==> src/rtl/fc_seq_ctrl_if.sv <==
// Memory-read and class-result bus between the FC sequencer and its surroundings.
// The master side issues addresses and produces results; the slave side returns read data.
interface fc_seq_ctrl_if #(
  parameter int unsigned ADDR_W = 14,
  parameter int unsigned ACT_W  = 45,
  parameter int unsigned WGT_W  = 32,
  parameter int unsigned ACC_W  = 32,
  parameter int unsigned CLS_W  = 4
);
  logic [ADDR_W-1:0] act_addr;
  logic [ADDR_W-1:0] wgt_addr;
  logic              rd_en;
  logic [ACT_W-1:0]  act_data;
  logic [WGT_W-1:0]  wgt_data;
  logic              prob_valid;
  logic [CLS_W-1:0]  prob_idx;
  logic [ACC_W-1:0]  prob_data;

  modport master (
    output act_addr, wgt_addr, rd_en, prob_valid, prob_idx, prob_data,
    input  act_data, wgt_data
  );

  modport slave (
    input  act_addr, wgt_addr, rd_en, prob_valid, prob_idx, prob_data,
    output act_data, wgt_data
  );
endinterface

==> src/rtl/fc_seq_ctrl.sv <==
// Time-multiplexed fully-connected layer: one MAC walks all inputs of each class in turn,
// emitting one class sum per pass and a done pulse after the last class.
module fc_seq_ctrl #(
  parameter int unsigned N_IN   = 1152,
  parameter int unsigned N_OUT  = 10,
  parameter int unsigned ACT_W  = 45,
  parameter int unsigned WGT_W  = 32,
  parameter int unsigned ACC_W  = 32,
  parameter int unsigned ADDR_W = 14,
  parameter int unsigned CLS_W  = 4
) (
  input  logic          clk,
  input  logic          rst,
  input  logic          fc_enable,
  output logic          busy,
  output logic          fc_done,
  fc_seq_ctrl_if.master bus
);

  localparam int unsigned PROD_W = ACT_W + WGT_W;

  typedef enum logic [2:0] {
    IDLE  = 3'd0,
    RUN   = 3'd1,
    DRAIN = 3'd2,
    WRITE = 3'd3,
    DONE  = 3'd4
  } state_t;

  state_t            state_q, state_d;
  logic [ADDR_W-1:0] k_q, k_d;
  logic [ADDR_W-1:0] wptr_q, wptr_d;
  logic [CLS_W-1:0]  cls_q, cls_d;
  logic [ACC_W-1:0]  acc_q, acc_d;
  logic              rd_valid_d;

  logic              rd_en_d;
  logic [ADDR_W-1:0] act_addr_d;
  logic [ADDR_W-1:0] wgt_addr_d;
  logic              prob_valid_d;
  logic [CLS_W-1:0]  prob_idx_d;
  logic [ACC_W-1:0]  prob_data_d;
  logic              busy_d;
  logic              fc_done_d;

  // State and registered outputs
  always_ff @(posedge clk) begin
    if (rst) begin
      state_q        <= IDLE;
      k_q            <= '0;
      wptr_q         <= '0;
      cls_q          <= '0;
      acc_q          <= '0;
      rd_valid_d     <= 1'b0;
      bus.rd_en      <= 1'b0;
      bus.act_addr   <= '0;
      bus.wgt_addr   <= '0;
      bus.prob_valid <= 1'b0;
      bus.prob_idx   <= '0;
      bus.prob_data  <= '0;
      busy           <= 1'b0;
      fc_done        <= 1'b0;
    end else begin
      state_q        <= state_d;
      k_q            <= k_d;
      wptr_q         <= wptr_d;
      cls_q          <= cls_d;
      acc_q          <= acc_d;
      rd_valid_d     <= bus.rd_en;
      bus.rd_en      <= rd_en_d;
      bus.act_addr   <= act_addr_d;
      bus.wgt_addr   <= wgt_addr_d;
      bus.prob_valid <= prob_valid_d;
      bus.prob_idx   <= prob_idx_d;
      bus.prob_data  <= prob_data_d;
      busy           <= busy_d;
      fc_done        <= fc_done_d;
    end
  end

  // Next state; outputs are decoded from the next state so they line up with the state they describe.
  // The weight pointer runs continuously because class c occupies weights c*N_IN .. c*N_IN+N_IN-1.
  always_comb begin
    state_d = state_q;
    k_d     = k_q;
    wptr_d  = wptr_q;
    cls_d   = cls_q;
    acc_d   = rd_valid_d
              ? acc_q + ACC_W'(PROD_W'(bus.act_data) * PROD_W'(bus.wgt_data))
              : acc_q;

    case (state_q)
      IDLE: begin
        if (fc_enable) begin
          state_d = RUN;
          k_d     = '0;
          wptr_d  = '0;
          cls_d   = '0;
          acc_d   = '0;
        end
      end
      RUN: begin
        wptr_d = wptr_q + ADDR_W'(1);
        if (k_q == ADDR_W'(N_IN - 1)) begin
          state_d = DRAIN;
        end else begin
          k_d = k_q + ADDR_W'(1);
        end
      end
      DRAIN: begin
        state_d = WRITE;
      end
      WRITE: begin
        acc_d = '0;
        if (cls_q == CLS_W'(N_OUT - 1)) begin
          state_d = DONE;
        end else begin
          cls_d   = cls_q + CLS_W'(1);
          k_d     = '0;
          state_d = RUN;
        end
      end
      DONE: begin
        state_d = IDLE;
      end
      default: begin
        state_d = IDLE;
      end
    endcase

    rd_en_d      = 1'b0;
    act_addr_d   = '0;
    wgt_addr_d   = '0;
    prob_valid_d = 1'b0;
    prob_idx_d   = '0;
    prob_data_d  = '0;
    busy_d       = (state_d != IDLE);
    fc_done_d    = (state_d == DONE);

    if (state_d == RUN) begin
      rd_en_d    = 1'b1;
      act_addr_d = k_d;
      wgt_addr_d = wptr_d;
    end
    if (state_d == WRITE) begin
      prob_valid_d = 1'b1;
      prob_idx_d   = cls_d;
      prob_data_d  = acc_d;
    end
  end

endmodule

==> src/flat_wrapper.sv <==
// flat-port wrapper written by rule: the top's interface ports become plain ports
module fc_seq_ctrl_flat 
#(
  parameter int unsigned N_IN   = 1152,
  parameter int unsigned N_OUT  = 10,
  parameter int unsigned ACT_W  = 45,
  parameter int unsigned WGT_W  = 32,
  parameter int unsigned ACC_W  = 32,
  parameter int unsigned ADDR_W = 14,
  parameter int unsigned CLS_W  = 4
)
  (clk, rst, fc_enable, busy, fc_done, bus_act_addr, bus_wgt_addr, bus_rd_en, bus_prob_valid, bus_prob_idx, bus_prob_data, bus_act_data, bus_wgt_data);
  fc_seq_ctrl_if #(.ADDR_W(ADDR_W), .ACT_W(ACT_W), .WGT_W(WGT_W), .ACC_W(ACC_W), .CLS_W(CLS_W)) bus_i ();
  input  logic clk;
  input  logic rst;
  input  logic fc_enable;
  output logic busy;
  output logic fc_done;
  output wire logic [$bits(bus_i.act_addr)-1:0] bus_act_addr;
  output wire logic [$bits(bus_i.wgt_addr)-1:0] bus_wgt_addr;
  output wire logic [$bits(bus_i.rd_en)-1:0] bus_rd_en;
  output wire logic [$bits(bus_i.prob_valid)-1:0] bus_prob_valid;
  output wire logic [$bits(bus_i.prob_idx)-1:0] bus_prob_idx;
  output wire logic [$bits(bus_i.prob_data)-1:0] bus_prob_data;
  input wire logic [$bits(bus_i.act_data)-1:0] bus_act_data;
  input wire logic [$bits(bus_i.wgt_data)-1:0] bus_wgt_data;
  assign bus_act_addr = bus_i.act_addr;
  assign bus_wgt_addr = bus_i.wgt_addr;
  assign bus_rd_en = bus_i.rd_en;
  assign bus_prob_valid = bus_i.prob_valid;
  assign bus_prob_idx = bus_i.prob_idx;
  assign bus_prob_data = bus_i.prob_data;
  assign bus_i.act_data = bus_act_data;
  assign bus_i.wgt_data = bus_wgt_data;
  fc_seq_ctrl #(.N_IN(N_IN), .N_OUT(N_OUT), .ACT_W(ACT_W), .WGT_W(WGT_W), .ACC_W(ACC_W), .ADDR_W(ADDR_W), .CLS_W(CLS_W)) u_core (.clk(clk), .rst(rst), .fc_enable(fc_enable), .busy(busy), .fc_done(fc_done), .bus(bus_i));
endmodule
==> config.mk <==
export PLATFORM = sky130hd
export DESIGN_NAME = fc_seq_ctrl_flat
export DESIGN_NICKNAME = d
export VERILOG_FILES = /design/src/rtl/fc_seq_ctrl_if.sv /design/src/rtl/fc_seq_ctrl.sv /design/src/flat_wrapper.sv
export SDC_FILE = /design/constraint.sdc
export NUM_CORES = 1
export LEC_CHECK = 0
export ABC_AREA = 0
export CORE_MARGIN = 4
export CORE_UTILIZATION = 60
export DETAILED_ROUTE_END_ITERATION = 10
export GPL_TIMING_DRIVEN = 0
export PLACE_DENSITY_LB_ADDON = 0.12
export RECOVER_POWER = 100
export SLEW_MARGIN = 5
export SYNTH_ARGS = -nofsm -noshare
export SYNTH_HDL_FRONTEND = slang
export SYNTH_SLANG_ARGS = --single-unit
==> constraint.sdc <==
create_clock -name clk -period 12.7 [get_ports clk]
set_input_delay 3.175 -clock clk [delete_from_list [all_inputs] [get_ports clk]]
set_output_delay 3.175 -clock clk [all_outputs]
set_load 0.02 [all_outputs]
* Word-level counts from Yosys, hierarchy flattened
Index checks and enable logic that the tools add are counted.
** Word-level totals
- Register bits :: 136
- Input port bits :: 80
- Output and inout port bits :: 68
- Logic and storage cells :: 51
** Operators by class
- Add/subtract/negate cells :: 4
- $mul :: 1
- Eq/ne operators :: 8
- Muxes and demuxes :: 18
- Bitwise operators :: 2
- Reductions and logical operators :: 4
** Operator list (count)
- 2-to-1 mux 32 bit :: 2
- one-hot mux 32 bit (2 select lines) :: 1
- 2-to-1 mux 14 bit :: 4
- multiplier 45 x 32 -> 32 bit :: 1
- one-hot mux 14 bit (3 select lines) :: 1
- adder 32 bit :: 1
- adder 14 x 1 -> 14 bit, second input constant :: 2
- one-hot mux 14 bit (2 select lines) :: 1
- == test 14 x 11 -> 1 bit, second input constant :: 1
- one-hot mux 3 bit (4 select lines) :: 1
- == test 3 x 2 -> 1 bit, second input constant :: 3
- 2-to-1 mux 3 bit :: 3
- 2-to-1 mux 4 bit :: 2
- one-hot mux 4 bit (2 select lines) :: 1
- == test 3 x 1 -> 1 bit, second input constant :: 2
- adder 4 x 1 -> 4 bit, second input constant :: 1
- == test 4 bit, second input constant :: 1
- OR reduction 2 bit :: 2
- == test 3 bit, second input constant :: 1
- logical NOT 3 bit :: 1
- nonzero test 3 bit :: 1
- 2-to-1 mux 1 bit :: 2
- NOT 1 bit :: 2

* Logic depth before layout (Yosys ltp)
Gate-level depths: netlist of run 1.
- Word-level depth :: 6
- Depth in mapped cells :: 29
- Gate-level depth less buffers :: 26

* Worst setup path before layout of run 1
Ideal clock, no wire load.
- Kind :: input port to flip-flop
- Start :: in bus_wgt_data[3]
- End :: reg u_core.acc_q[29]
- Arrival :: 9.781 ns
- Required time :: 12.594 ns
- Slack :: 2.813 ns
- Stages :: 25
- Cell sequence :: clkbuf_1 clkbuf_1 and2_1 fa_1 fa_1 fa_1 inv_1 fa_1 inv_1 fa_1 fa_1 fa_1 inv_1 fa_1 inv_1 ha_1 clkbuf_1 a21oi_1 o21ai_0 nand4_1 a31oi_1 a211o_1 a311o_1 or3_1 o311ai_0
** Between the ends
- Cells in the longest elaborated chain, start to end :: 5
** Ends and longest elaborated chain
- start, declared :: line flat_wrapper.sv:26 : input wire logic [$bits(bus_i.wgt_data)-1:0] bus_wgt_data;
- multiplier 45 x 32 -> 32 bit * :: line fc_seq_ctrl.sv:89 : ? acc_q + ACC_W'(PROD_W'(bus.act_data) * PROD_W'(bus.wgt_data))
- adder 32 bit * :: line fc_seq_ctrl.sv:89
- 2-to-1 mux 32 bit * :: line fc_seq_ctrl.sv:89
- 2-to-1 mux 32 bit :: line fc_seq_ctrl.sv:94 : if (fc_enable) begin
- one-hot mux 32 bit (2 select lines) * :: line fc_seq_ctrl.sv:92 : case (state_q)
- end signal, assigned :: line fc_seq_ctrl.sv:53 : acc_q <= '0;
- end signal, assigned :: line fc_seq_ctrl.sv:68 : acc_q <= acc_d;
- end, declared :: line fc_seq_ctrl.sv:34 : logic [ACC_W-1:0] acc_q, acc_d;
Mark *: on every way between the ends. The rest lies on a longest branch, timed or not.
A chain may end at the register's enable or synchronous reset.

* Worst setup path in the final report of run 1
- Start :: in bus_act_data[2]
- End :: reg u_core.bus.prob_data[23]
** Between the ends
- Cells in the longest elaborated chain, start to end :: 5
** Ends and longest elaborated chain
- start, declared :: line flat_wrapper.sv:25 : input wire logic [$bits(bus_i.act_data)-1:0] bus_act_data;
- multiplier 45 x 32 -> 32 bit * :: line fc_seq_ctrl.sv:89
- adder 32 bit * :: line fc_seq_ctrl.sv:89
- 2-to-1 mux 32 bit * :: line fc_seq_ctrl.sv:89
- 2-to-1 mux 32 bit :: line fc_seq_ctrl.sv:94
- one-hot mux 32 bit (2 select lines) * :: line fc_seq_ctrl.sv:92
- end signal, assigned :: line fc_seq_ctrl.sv:75 : bus.prob_data <= prob_data_d;
- end, declared :: line fc_seq_ctrl_if.sv:20 : output act_addr, wgt_addr, rd_en, prob_valid, prob_idx, prob_data,
Marked as above.

==> impl_metrics.tcl, run 1 <==
set metrics [dict create \
    wl_per_cell_um 21.8 \
    vias_per_cell 5.53 \
    hpwl_um 56100 \
    avgSynthCellArea_um2 8.95 \
    io_buffers 125 \
    die-area_um2 39300 \
    syn-instance-count 2425 \
    clockBufferDepth 2 \
    clk_latency_ps 420 \
    worstPathMaxFanout 10 \
    max_slew_margin_pct 18.1 \
    critPathRequiredTime_ps 13010 \
    core_region_area_um2 35700 \
    synth_cell_type_count 72 \
    post-route-drc-count 0 \
    crit_slowest_cell "clkbuf_1" \
    yosys_register_bits 136 \
    synth-async-reset-ratio_pct 0 \
    fmax_ghz 0.0842 \
    initial_core_util_pct 60.9 \
    rsz0062_at_grt "no" \
    die_w_um 198 \
    ys.flop_type "dfxtp_1" \
    cts-root-buf "clkbuf_16" \
    fp.dieH_um 198 \
    yosys.area.top_type "fa_1" \
    num_rows 69 \
    fin_crit_sh_pct 93.6 \
    via_count 16800 \
    hold_start "u_core.bus.rd_en$_SDFF_PP0_" \
    drv_slew 0 \
    holdBufCountCts 0 \
    clkSinkCount 136 \
    ctsResizeCount 0 \
    end_kind "flip-flop" \
    detail-route-antenna-nets 0 \
    place.gp.congestion 0.943 \
    holdPathStages 1 \
    hold_viol 0 \
    hp-class "reg -> reg" \
    outcome "complete, no violations" \
    setup_viol 0 \
    grt_pass1_vias 17600 \
    whs_endpoint "u_core.rd_valid_d$_SDFF_PP0_" \
    syn2layout_area_growth_pct 10.9 \
    first_pass_iters 5 \
    worstPathArrival_ps 12190 \
    cts_tree "built" \
    grt_max_degree 17 \
    r2r_cells 21 \
    overflow 0 \
    crit_top_cell "fa_1" \
    finClkSkew_ps 8.82 \
    yosys_warnings 0 \
    cpPeakStageDelay_ps 920 \
    synth_top_area_share_pct 40.4 \
    tightestPinTransition_ps 1230 \
    syn_area_um2 21700 \
    track_usage_pct 35.3 \
    drtIter0Drc 1364 \
    startpoint_type "input port" \
    setup_tns_ps 0 \
    synth_edf_count 0 \
    totalWireLength_um 66400 \
    mappedNetlistNets 3071 \
    htreeDepth 4 \
    yosys-top-cells-area "fa_1 40%, dfxtp_1 13%, and2_1 9.2%" \
    cap_viol_max_count 0 \
    postCtsSetupBuffers 0 \
    period_minus_slack_ps 11880 \
    criticalPathCategory "in -> reg" \
    seq_area_frac_synth_pct 12.5 \
    layout-drive-gt1-share_pct 2.44 \
    cts_made_buffers 17 \
    grt_pass1_wl_um 104000 \
    ios 148 \
    r2r-end "u_core.acc_q[26]$_SDFF_PP0_" \
    grt_antenna_before_repair 1 \
    r2r_setup_slack_ps 5370 \
    fin_nets 3215 \
    clkTransAtPathRegs_ps 60 \
    r2r_start "u_core.acc_q[19]$_SDFF_PP0_" \
]
cell usage after synthesis, types with 20 or more instances:
library cell  instances
nor2b_1              20
xor2_1               22
inv_1               503
dfxtp_1             136
nand2_1             266
xnor2_1              63
a21oi_1              56
ha_1                128
nor3_1               32
o21ai_0              38
and2_1              319
nor2_1              122
clkbuf_1            102
fa_1                438
how the worst max path moves through the flow:
stage	from	end	slack [ps]	cells after the start
5_1_grt	bus_act_data[2]	u_core.bus.prob_data[23]$_SDFF_PP0_	680	26
4_1_cts	bus_act_data[2]	u_core.bus.prob_data[23]$_SDFF_PP0_	1160	26
6_report	bus_act_data[2]	u_core.bus.prob_data[23]$_SDFF_PP0_	820	26
3_5_place_dp	bus_act_data[2]	u_core.bus.prob_data[23]$_SDFF_PP0_	750	26
3_3_place_gp	bus_act_data[2]	u_core.bus.prob_data[23]$_SDFF_PP0_	830	26
2_1_floorplan	bus_wgt_data[3]	u_core.acc_q[29]$_SDFF_PP0_	2810	25
critical path, delay by kind of cell:
kind	cells	cell delay, ps
adder cells (fa/ha/maj)	9	3910
buffers and inverters	8	2520
AO/OA/AOI/OAI	5	1710
AND/OR/NAND/NOR	3	670
multiplexers	1	200
cell type report:
type,instances,area [µm²]
tap,461,577
buffer,116,455
fill,2979,11600
timing repair buffer,125,1250
sequential,136,2720
inverter,504,1890
multi-input combinational,1669,16600
clock inverter,12,116
antenna,2,5.00
clock buffer,20,457
state kept, by name (all words and copies together), names as in the netlist:
register and cells:
u_core.bus.rd_en 1, u_core.cls_q 4, u_core.busy 1, u_core.state_q 3, u_core.wptr_q 14, u_core.k_q 14, u_core.fc_done 1, u_core.bus.act_addr 14
u_core.rd_valid_d 1, u_core.acc_q 32, u_core.bus.wgt_addr 14, u_core.bus.prob_valid 1, u_core.bus.prob_idx 4, u_core.bus.prob_data 32
per-layer routing:
layer,up-vias,GRT usage [%],part of all wire (%)
met5,-,0,0
met4,0,9.26,3.1
met3,100,10.1,10
met2,749,53.0,44
met1,8516,50.9,43
li1,7474,-,-
cells in the final DEF, fill, tap and decap left out, types with 8 or more instances in the layout:
cell and count:
a21o_1 10, a21oi_1 56, and2_1 315, clkbuf_1 109, clkbuf_16 17, clkdlybuf4s50_1 53
dfxtp_1 136, dlygate4sd3_1 72, fa_1 438, ha_1 128, inv_1 503, mux2i_1 18
nand2_1 266, nand3_1 19, nand4_1 8, nor2_1 122, nor2b_1 21, nor3_1 32
o21ai_0 39, xnor2_1 63, xor2_1 22
cells by family (layout without fill, tap and decap cells):
family | Yosys count | in the layout | synth area share [%]
and+or+nand+nor | 835 | 835 | 19.7
buffers and inverters | 620 | 777 | 10.9
muxes | 18 | 18 | 0.830
DFF | 136 | 136 | 12.5
xor gates and xnor gates | 86 | 86 | 3.53
other | 0 | 2 | 0
AOI/OAI and AO/OA | 164 | 164 | 4.76
adders and majority gates | 566 | 566 | 47.8
through the flow:
step	instance area (µm²)	setup slack [ps]	util, %	instances	hold WS, ps
detailed placement	23500	748	66.0	3011	460
finish	24100	816	67.5	3045	462
CTS	24100	1160	67.6	3043	472
floorplan	21700	2810	-	2425	469
global placement	23500	832	66.0	3011	460
global route	24100	680	67.5	3043	476
Power of run 1 is not shown: default switching activity piles up to over one toggle a cycle in this logic, so the estimate is an artifact.
==> inputs of run 2 (changes only) <==
--- a/config.mk
+++ b/config.mk
@@ -10,6 +10,7 @@
 export CORE_UTILIZATION = 60
 export DETAILED_ROUTE_END_ITERATION = 10
 export GPL_TIMING_DRIVEN = 0
+export HOLD_SLACK_MARGIN = 0.02
 export PLACE_DENSITY_LB_ADDON = 0.12
 export RECOVER_POWER = 100
 export SLEW_MARGIN = 5
==> results of run 2 <==
No change in the layout: final DEF, timing and power equal those of run 1.
Power of run 2 is left out for the same reason.
==> inputs of run 3 (changes only) <==
--- a/config.mk
+++ b/config.mk
@@ -6,7 +6,7 @@
 export NUM_CORES = 1
 export LEC_CHECK = 0
 export ABC_AREA = 0
-export CORE_MARGIN = 4
+export CORE_MARGIN = 1
 export CORE_UTILIZATION = 60
 export DETAILED_ROUTE_END_ITERATION = 10
 export GPL_TIMING_DRIVEN = 0
==> run 3 against run 2 <==
  * Utilization grew 0.25 points
  * Clock skew shrank 2.1 ps
  * Final cell count is essentially flat
  * Sequential share of layout area is essentially flat
  * Sequential cell count is the same
  * Global-route usage grew 2.5 points
  * Wire length shrank 1.7%
  * Critical endpoint unchanged
  * Cell area grew 0.13%
==> impl_metrics.tcl, run 3 (synthesis results as in run 1) <==
set metrics [dict create \
    outcome "complete, no violations" \
    critPathLaunch "bus_act_data[2]" \
    max_slew_margin_pct 27.6 \
    clkTransAtPathRegs_ps 60 \
    drtIter0Drc 1498 \
    die-area_um2 36900 \
    hold_start "u_core.bus.rd_en$_SDFF_PP0_" \
    detail-route-antenna-nets 0 \
    final_common_cell "inv_1" \
    finClkSkew_ps 6.76 \
    fin_crit_sh_pct 94.5 \
    grt_max_degree 17 \
    worstPathMaxFanout 10 \
    ios 148 \
    clkSinkCount 136 \
    crit_slowest_cell "clkbuf_1" \
    r2r_setup_slack_ps 5250 \
    hp-class "reg -> reg" \
    holdBufCountCts 0 \
    cts_made_buffers 17 \
    crit_top_cell "fa_1" \
    cts-root-buf "clkbuf_16" \
    whs_endpoint "u_core.rd_valid_d$_SDFF_PP0_" \
    wl_per_cell_um 21.5 \
    r2r_cells 21 \
    core_region_area_um2 35600 \
    track_usage_pct 37.8 \
    crit_cells 26 \
    ctsResizeCount 0 \
    tightestPinTransition_ps 1090 \
    clk_latency_ps 420 \
    post-route-drc-count 0 \
    place.gp.congestion 0.961 \
    hpwl_um 54700 \
    io_buffers 125 \
    worstPathArrival_ps 12290 \
    layout-drive-gt1-share_pct 2.36 \
    critPathRequiredTime_ps 12980 \
    rsz0062_at_grt "no" \
    r2r-end "u_core.bus.prob_data[23]$_SDFF_PP0_" \
    first_pass_iters 5 \
    postCtsSetupBuffers 0 \
    cpPeakStageDelay_ps 870 \
    end_kind "flip-flop" \
    die_w_um 192 \
    diodes 0 \
    initial_core_util_pct 61.0 \
    fin_nets 3215 \
    fmax_ghz 0.0833 \
    drv_slew 0 \
    crit_family "adder cells" \
    num_rows 69 \
    setup_viol 0 \
    final_cell_mix "503 x inv_1, 438 x fa_1, 314 x and2_1" \
    clockBufferDepth 2 \
    startpoint_type "input port" \
    htreeDepth 4 \
    top_regs "u_core.acc_q (32), u_core.bus.prob_data (32)" \
    grt_antenna_before_repair 2 \
    via_count 17000 \
    cap_viol_max_count 0 \
    setup_tns_ps 0 \
    r2r_start "u_core.acc_q[16]$_SDFF_PP0_" \
    overflow 0 \
    vias_per_cell 5.60 \
    cts_tree "built" \
    path_buf_inv 8 \
    grt_pass1_vias 17800 \
    hold_viol 0 \
    criticalPathCategory "in -> reg" \
    fp.dieH_um 192 \
    syn2layout_area_growth_pct 11.1 \
    num-fill-cells 2981 \
    totalWireLength_um 65300 \
    period_minus_slack_ps 12000 \
    holdPathStages 1 \
    grt_pass1_wl_um 103000 \
]
## run 3: changes by cell type in the layout (fill, tap and decap cells not counted), sizes merged
cell / delta
inv: -2
clkbuf: +1
clkinvlp: -3
clkinv: +1
diode: -2
bufinv: +2
## run 3: metrics by stage
| step | cells | hold slack [ps] | cell area (µm²) | utilization (%) | setup WS [ps] |
|---|---|---|---|---|---|
| floorplan | 2425 | 469 | 21700 | - | 2810 |
| global placement | 3011 | 463 | 23500 | 66.2 | 943 |
| detailed placement | 3011 | 463 | 23500 | 66.2 | 967 |
| CTS | 3042 | 471 | 24100 | 67.9 | 1370 |
| global route | 3042 | 488 | 24100 | 67.8 | 505 |
| finish | 3042 | 467 | 24100 | 67.8 | 696 |
## run 3: per-layer routing
metal | up-vias | global-route usage [%] | share of wire [%]
met5 | - | 0 | 0
li1 | 7468 | - | -
met3 | 124 | 9.67 | 11
met4 | 0 | 12.1 | 3.4
met1 | 8596 | 52.9 | 41
met2 | 860 | 57.5 | 45
## run 3: cell type report
class / count / area (µm²) / share of cell area [%]
well taps: 461 / 577 / 2.39
multi-input cells: 1669 / 16600 / 68.8
plain buffers: 116 / 455 / 1.89
clock inverters: 10 / 143 / 0.592
flip-flops and latches: 136 / 2720 / 11.3
inverters: 504 / 1890 / 7.85
repair buffers: 125 / 1250 / 5.19
clock buffers: 21 / 470 / 1.95
## run 3: worst max-delay path by stage
stage / endpoint / slack (ps)
global route: u_core.bus.prob_data[23]$_SDFF_PP0_ / 510
global placement: u_core.bus.prob_data[23]$_SDFF_PP0_ / 940
detailed placement: u_core.bus.prob_data[23]$_SDFF_PP0_ / 970
floorplan: u_core.acc_q[29]$_SDFF_PP0_ / 2810
CTS: u_core.bus.prob_data[23]$_SDFF_PP0_ / 1370
finish: u_core.bus.prob_data[23]$_SDFF_PP0_ / 700
## run 3: worst register-to-register path, cell delays in order (launching register included)
cell,delay (ps)
dfxtp_1,360
fa_1,530
fa_1,510
fa_1,490
inv_1,80
fa_1,540
inv_1,60
fa_1,470
ha_1,320
fa_1,510
inv_1,60
fa_1,480
inv_1,50
ha_1,320
o211ai_1,90
and3b_1,190
nor2b_1,290
a21boi_0,590
o21ai_0,280
a2111oi_0,630
mux2i_1,310
a21oi_1,150
Power of run 3 is left out for the same reason.
